===== config.mk =====
export PLATFORM = sky130hd
export DESIGN_NAME = mips_store_buffer
export DESIGN_NICKNAME = d
export VERILOG_FILES = /design/src/rtl/mips_store_buffer.sv
export SDC_FILE = /design/constraint.sdc
export NUM_CORES = 1
export LEC_CHECK = 0
export ABC_AREA = 1
export ABC_CLOCK_PERIOD_IN_PS = 5200
export BUFFER_PORTS_ARGS = -buffer_cell sky130_fd_sc_hd__buf_2
export CORE_ASPECT_RATIO = 0.9
export CORE_MARGIN = 1
export CORE_UTILIZATION = 40
export CTS_CLUSTER_SIZE = 28
export DETAILED_ROUTE_END_ITERATION = 6
export PLACE_DENSITY_LB_ADDON = 0.2
export SYNTH_ARGS = -nofsm -noshare
export SYNTH_HDL_FRONTEND = slang
export SYNTH_SLANG_ARGS = --single-unit
export TNS_END_PERCENT = 50

===== constraint.sdc =====
create_clock -name clk -period 5.2 [get_ports clk]
set_input_delay 1.04 -clock clk [delete_from_list [all_inputs] [get_ports clk]]
set_output_delay 1.04 -clock clk [all_outputs]
set_load 0.01 [all_outputs]

===== src/rtl/mips_store_buffer.sv =====
// Posted-store write buffer between a MIPS CPU data port and a memory port.
//
// Stores are accepted in one cycle into a DEPTH-entry FIFO and drained to memory in order.
// Loads go through a small read FSM: a load waits while it is blocked by buffered stores,
// then issues one memory read and returns the data combinationally on completion.
//
// Ports:
//   clk, rst                     clock, asynchronous active-high reset
//   cpu_address/read/write       CPU access (address bits [1:0] ignored)
//   cpu_writedata/byteenable     store data and lane enables
//   cpu_readdata/waitrequest     load data (zero unless completing) and CPU stall
//   mem_address/read/write       memory request (word-aligned address)
//   mem_writedata/byteenable     memory store data and lanes (4'b1111 on reads)
//   mem_readdata/waitrequest     memory response and stall
//   empty                        high when no store is buffered
//
// Configuration macro STORE_BUF_BYPASS_EN: when defined, a load is blocked only by buffered
// stores to the same word; otherwise every load waits for the buffer to drain completely.
module mips_store_buffer #(
    parameter int unsigned DEPTH = 4
) (
    input  logic        clk,
    input  logic        rst,
    input  logic [31:0] cpu_address,
    input  logic        cpu_read,
    input  logic        cpu_write,
    input  logic [31:0] cpu_writedata,
    input  logic [3:0]  cpu_byteenable,
    output logic [31:0] cpu_readdata,
    output logic        cpu_waitrequest,
    output logic [31:0] mem_address,
    output logic        mem_read,
    output logic        mem_write,
    output logic [31:0] mem_writedata,
    output logic [3:0]  mem_byteenable,
    input  logic [31:0] mem_readdata,
    input  logic        mem_waitrequest,
    output logic        empty
);

    localparam int unsigned PtrW = (DEPTH > 1) ? $clog2(DEPTH) : 1;
    localparam int unsigned CntW = PtrW + 1;

    typedef enum logic [1:0] {StIdle, StRdWait, StRdIssue} state_e;

    state_e          state_q, state_d;
    logic [29:0]     addr_q [DEPTH];
    logic [31:0]     data_q [DEPTH];
    logic [3:0]      be_q   [DEPTH];
    logic [PtrW-1:0] head_q, tail_q;
    logic [CntW-1:0] count_q, count_d;

    logic not_empty, full, wr_stall, push, pop, rd_blocked, go_issue;
    logic unused_addr_lsbs;

    assign unused_addr_lsbs = ^cpu_address[1:0];

    assign not_empty = (count_q != '0);
    assign full      = (count_q == CntW'(DEPTH));
    // Occupancy at cycle start decides fullness; a same-cycle pop does not free a slot.
    assign wr_stall  = full || (state_q == StRdIssue);
    assign push      = cpu_write && !wr_stall && !rst;
    assign pop       = mem_write && !mem_waitrequest;
    assign count_d   = count_q + CntW'(push) - CntW'(pop);

`ifdef STORE_BUF_BYPASS_EN
    logic [DEPTH-1:0] valid_q;

    always_comb begin
        rd_blocked = 1'b0;
        for (int unsigned i = 0; i < DEPTH; i++) begin
            if (valid_q[i] && (addr_q[i] == cpu_address[31:2])) rd_blocked = 1'b1;
        end
    end

    always_ff @(posedge clk or posedge rst) begin
        if (rst) begin
            valid_q <= '0;
        end else begin
            if (pop)  valid_q[head_q] <= 1'b0;
            if (push) valid_q[tail_q] <= 1'b1;
        end
    end
`else
    assign rd_blocked = not_empty;
`endif

    // A read may not take the memory port from a store beat that is still stalled, or the
    // memory-side request would change under waitrequest.
    assign go_issue = !rd_blocked && !(not_empty && mem_waitrequest);

    always_comb begin
        state_d = state_q;
        unique case (state_q)
            StIdle:    if (cpu_read && !cpu_write) state_d = go_issue ? StRdIssue : StRdWait;
            StRdWait:  begin
                if (!cpu_read)     state_d = StIdle;
                else if (go_issue) state_d = StRdIssue;
            end
            StRdIssue: if (!mem_waitrequest) state_d = StIdle;
            default:   state_d = StIdle;
        endcase
    end

    always_comb begin
        cpu_readdata    = 32'h0;
        cpu_waitrequest = 1'b0;
        mem_address     = 32'h0;
        mem_read        = 1'b0;
        mem_write       = 1'b0;
        mem_writedata   = 32'h0;
        mem_byteenable  = 4'h0;
        empty           = rst || !not_empty;
        if (!rst) begin
            if (state_q == StRdIssue) begin
                mem_read        = 1'b1;
                mem_address     = {cpu_address[31:2], 2'b00};
                mem_byteenable  = 4'hf;
                cpu_waitrequest = cpu_write || mem_waitrequest;
                if (!mem_waitrequest) cpu_readdata = mem_readdata;
            end else begin
                if (not_empty) begin
                    mem_write      = 1'b1;
                    mem_address    = {addr_q[head_q], 2'b00};
                    mem_writedata  = data_q[head_q];
                    mem_byteenable = be_q[head_q];
                end
                // Writes win over reads; a load never completes outside StRdIssue.
                if (cpu_write)     cpu_waitrequest = full;
                else if (cpu_read) cpu_waitrequest = 1'b1;
            end
        end
    end

    always_ff @(posedge clk or posedge rst) begin
        if (rst) begin
            state_q <= StIdle;
            head_q  <= '0;
            tail_q  <= '0;
            count_q <= '0;
        end else begin
            state_q <= state_d;
            count_q <= count_d;
            if (push) tail_q <= tail_q + 1'b1;
            if (pop)  head_q <= head_q + 1'b1;
        end
    end

    // Payload storage needs no reset: entries are only visible while counted as occupied.
    always_ff @(posedge clk) begin
        if (push) begin
            addr_q[tail_q] <= cpu_address[31:2];
            data_q[tail_q] <= cpu_writedata;
            be_q[tail_q]   <= cpu_byteenable;
        end
    end

endmodule


# After elaboration in Yosys (flattened, before gate mapping)
# Memories as Yosys holds them, arrays and structs flattened.
# Cells that the tools add are included.
totals:
  ff_bits: 9
  latchBits: 0
  ramBits: 264
  mem_bits_ro: 0
  in_bits: 105
  out_inout_bits: 104
  word_cells: 64
  mem_count: 3
mem_list:
  columns: ["name", "words", "word_bits", "rd", "rd_clocked_by_memory_dff", "write_ports", "line_no", "text"]
  rows:
  - ["data_q", 4, 32, 1, 0, 1, "48", "logic [31:0] data_q [DEPTH];"]
  - ["addr_q", 4, 30, 1, 0, 1, "47", "logic [29:0] addr_q [DEPTH];"]
  - ["be_q", 4, 4, 1, 0, 1, "49", "logic [3:0] be_q [DEPTH];"]
op_classes:
  addsub: 4
  multipliers: 0
  n_div: 0
  order_cmp: 0
  n_eq_ne: 6
  shift: 0
  mux: 29
  n_bitwise: 0
  reduce_logical: 18
op_table:
  columns: ["operator", "count"]
  rows:
  - ["$mux 32", 9]
  - ["$mux 4", 3]
  - ["$mux 1", 11]
  - ["$mux 2", 5]
  - ["$logic_and 1x1->1", 6]
  - ["$logic_not 1->1", 6]
  - ["$pmux 2 s3", 1]
  - ["$add 2x1->2 const B", 2]
  - ["$ne 2x2->1 const B", 2]
  - ["$add 3x1->3", 1]
  - ["$eq 3x3->1 const B", 1]
  - ["$logic_or 1x1->1", 3]
  - ["$ne 3x3->1 const B", 1]
  - ["$reduce_and 3->1", 1]
  - ["$reduce_bool 3->1", 1]
  - ["$sub 3x1->3", 1]
  - ["$eq 2x1->1 const B", 1]
  - ["$eq 2x2->1 const B", 1]
  - ["$logic_not 2->1", 1]

# Depth between registers and ports, before layout
depth:
  ltp_word: 7
  ltp_mapped: 9
  ltp_nobuf: 9

# Worst setup path after synthesis
# No wires, ideal clock.
synth_timing:
  path_kind: "in2reg"
  startpoint: "input rst"
  endpoint: "memory addr_q[0][0], enable pin"
  arrival_ns: 4.412
  t_required_ns: 4.709
  slack_ns: 0.297
  cell_stages: 3
  path_buffers: 0
  cell_sequence: "inv_1 nand4_1 nor2_1"
synth_between:
  elab_chain_len: 4
synth_lines:
  columns: ["item", "line_no", "text"]
  rows:
  - ["start: declaration", "23", "input logic rst,"]
  - ["$logic_not 1->1 (no source line)", null, null]
  - ["$logic_and 1x1->1", "62", "assign push = cpu_write && !wr_stall && !rst;"]
  - ["$mux 1", "151", "if (push) begin"]
  - ["$mux 1 (implied by the code)", "152", "addr_q[tail_q] <= cpu_address[31:2];"]
  - ["end: declaration", "47", null]
# Every way passes these cells.

# Worst setup path in the final report
layout_timing:
  startpoint: "register head_q[0]"
  endpoint: "output mem_address[29]"
layout_between:
  elab_chain_len: 4
layout_lines:
  columns: ["item", "line_no", "text"]
  rows:
  - ["start: declaration", "50", "logic [PtrW-1:0] head_q, tail_q;"]
  - ["start signal: assignment", "145", "if (pop) head_q <= head_q + 1'b1;"]
  - ["$mem_v2 4x30", null, null]
  - ["$mux 32", "122", "if (not_empty) begin"]
  - ["$mux 32", "115", "if (state_q == StRdIssue) begin"]
  - ["$mux 32", "114", "if (!rst) begin"]
  - ["end: declaration", "31", "output logic [31:0] mem_address,"]
# Every way passes these cells.

==> results.py <==
metrics = {
    "status": {
        "status": "complete, no violations",
    },
    "layout": {
        "final_core_util_pct": 49.2,
        "areaGrowthSynthToFinish_pct": 20.3,
        "fillers": 2510,
        "ff_latch_area_sq_um": 8160,
        "fin_cells": 1583,
        "layout-drive-gt1-share_pct": 23.5,
        "multi_input_area_sq_um": 2770,
        "fin_nets": 1308,
    },
    "global_route": {
        "grt_pass1_vias": 7049,
        "grt_max_degree": 75,
        "grt_overflow": 0,
        "gr-usage-all-layers_pct": 17.1,
        "grt_pass1_wl_um": 39000,
        "antenna_found_initial": 6,
    },
    "timing": {
        "slew_headroom_pct": 26.5,
        "slew_viol_final": 0,
        "grt_setup_unrepaired": "no",
        "setup-violations-final": 0,
        "clock.fmax_ghz": 0.247,
        "whs_ps": 550,
        "finalCriticalPeriod_ps": 4040,
        "period_share_pct": 77.8,
        "skew_ps": 6.75,
        "tightest_slew_ps": 1100,
        "fin_tns_setup_ps": 0,
        "hold_viol": 0,
    },
    "power_and_ir_drop": {
        "power_frac_clock_pct": 30.6,
        "intPower_mw": 4.73,
        "switchingPower_mw": 2.43,
        "sw_frac_of_total_pct": 33.9,
        "combPwrFrac_pct": 30.2,
        "finalPower_mw": 7.16,
        "seq_power_share_pct": 39.2,
        "p_leak_nw": 5.56,
        "power.density_nw_per_um2": 519,
        "vdd_drop_max_mv": 0.321,
    },
    "clock_tree": {
        "cts_resized": 0,
        "htreeDepth": 1,
        "cts_buffers": 29,
        "clk_pin_slew_ps": 60,
        "cts-root-buf": "clkbuf_16",
        "cts_buffer_depth": 3,
        "holdBufCountCts": 0,
        "cts_tree": "done",
        "cts_setup_buffers": 0,
        "cts_sinks": 273,
        "clk_latency_ps": 540,
    },
    "logic_synthesis": {
        "yosysTopAreaCell": "edfxtp_1",
        "synthCells": 1004,
        "synth.distinct_cells": 28,
        "synth.most_common_cell": "edfxtp_1",
        "ys_top_cells_by_count": "edfxtp_1, nand2_1, nor2_1, nand3_1, o21ai_0",
        "yosysSeqAreaShare_pct": 71.2,
        "synth_top_area_share_pct": 69.2,
        "ys.flop_type": "edfxtp_1",
        "synthArstFlopShare_pct": 3.30,
        "synth-edff-count": 264,
        "yosys_warnings": 0,
        "synth.cell_area_sq_um": 11500,
        "ys_seq_elements": 273,
        "syn_avg_cell_area_sq_um": 11.4,
        "synthTopCellsByArea": "edfxtp_1, nand2_1, nor2_1",
    },
    "place": {
        "gp_congestion": 0.745,
        "hpwlAfterDp_um": 14100,
        "io_buffers": 204,
        "dp.cells": 1525,
    },
    "run": {
        "maxCapViolCount": 0,
    },
    "worst_setup_path": {
        "r2r_setup_slack_ps": 2590,
        "crit_path_start": "head_q[0]",
        "endpoint_kind": "output pin",
        "crit_required_ps": 4160,
        "critical_path_class": "reg2out",
        "critPathMaxFanout": 62,
        "r2r_start": "state_q[0]",
        "arrival_ps": 3000,
        "cp-start-kind": "flip-flop",
    },
    "detailed_routing": {
        "firstDrtPassIters": 5,
        "drcViolationCount": 0,
        "viasPerCell": 4.86,
        "drt_wl_total_um": 25500,
        "wl_per_cell_um": 16.1,
        "ant_nets": 0,
        "drt-initial-drc-count": 521,
        "vias": 7692,
    },
    "die": {
        "num_rows": 58,
        "start_util_pct": 40.9,
        "die_h_um": 163,
        "io_pins": 209,
        "die-area_sq_um": 29300,
        "core-area_sq_um": 28000,
        "die_w_um": 180,
    },
    "hold_path": {
        "hold_path_class": "reg2reg",
        "min-delay-start": "tail_q[1]",
    },
}
-- kinds of logic after synthesis --
family                     after synthesis  share of synthesized area, %
adders and majority gates                7                         0.830
other                                    1                        0.0327
and+or+nand+nor                        479                          16.9
AOI/OAI and AO/OA                      128                          5.99
buffers and inverters                  114                          4.95
xor gates and xnor gates                 2                         0.153
DFF                                    273                          71.2
-- final timing paths --
| path | to | cells after the start |
|---|---|---|
| max | mem_address[29] | 7 |
| min | tail_q[1] | 2 |
| max reg2reg | data_q[2][21] | 5 |
| min reg2reg | tail_q[1] | 2 |
| max in group asynchronous | head_q[0] | 2 |
| min in group asynchronous | tail_q[0] | 2 |
-- sequential cells by signal, summed over array words and instances (netlist names) --
signal,count
state_q,2
be_q,16
addr_q,120
tail_q,2
head_q,2
count_q,3
data_q,128
-- power by group through the flow --
stage / clock, mW / combinational, mW / sequential (mW)
finish: 2.19 / 2.16 / 2.81
global route: 2.30 / 2.44 / 2.84
CTS: 2.22 / 2.21 / 2.81
detailed placement: 0 / 2.20 / 2.85
global placement: 0 / 2.17 / 2.85
floorplan: 0 / 1.58 / 2.78
-- stage by stage --
step	worst slack, ps	cell area [sq um]
after floorplan	297	11500
after global placement	1430	12700
after detailed placement	1430	12700
after CTS	1050	13800
after global routing	848	13800
final	1160	13800
-- cell type report --
class                           count  area share, %
Antenna cell                        4         0.0726
Timing Repair Buffer              218           8.35
Inverter                           56           1.54
Clock inverter                     11           1.34
Multi-Input combinational cell    618           20.1
Tap cell                          360           3.27
Sequential cell                   273           59.2
Clock buffer                       43           6.15
-- per-layer routing --
metal / GRT usage [%] / part of all wire, %
met1: 22.4 / 45
met2: 28.6 / 47
met3: 4.18 / 6.3
met4: 4.47 / 2.3
met5: 0 / 0.094
-- worst max-delay path: stages, from the launching register on --
cell     delay, ps
dfrtp_4        740
inv_4          570
buf_4          510
nand2_1        100
nand3_1         80
nand2_1         70
o21ai_1        170
buf_2          180
-- layout by cell type, fill, tap and decap left out, drive strengths merged --
master and count:
nor3 1, dfrtp 9, diode 4, inv 57, buf 218, xnor2 1, clkbuf 43, conb 2
xor2 1, bufinv 5, edfxtp 264, fa 1, a21oi 33, nor2 171, clkinvlp 1, ha 6
nand3 82, o21ai 95, nand2 221, clkinv 4, nand4 4
No activity file was read; power rests on OpenSTA's default activity.
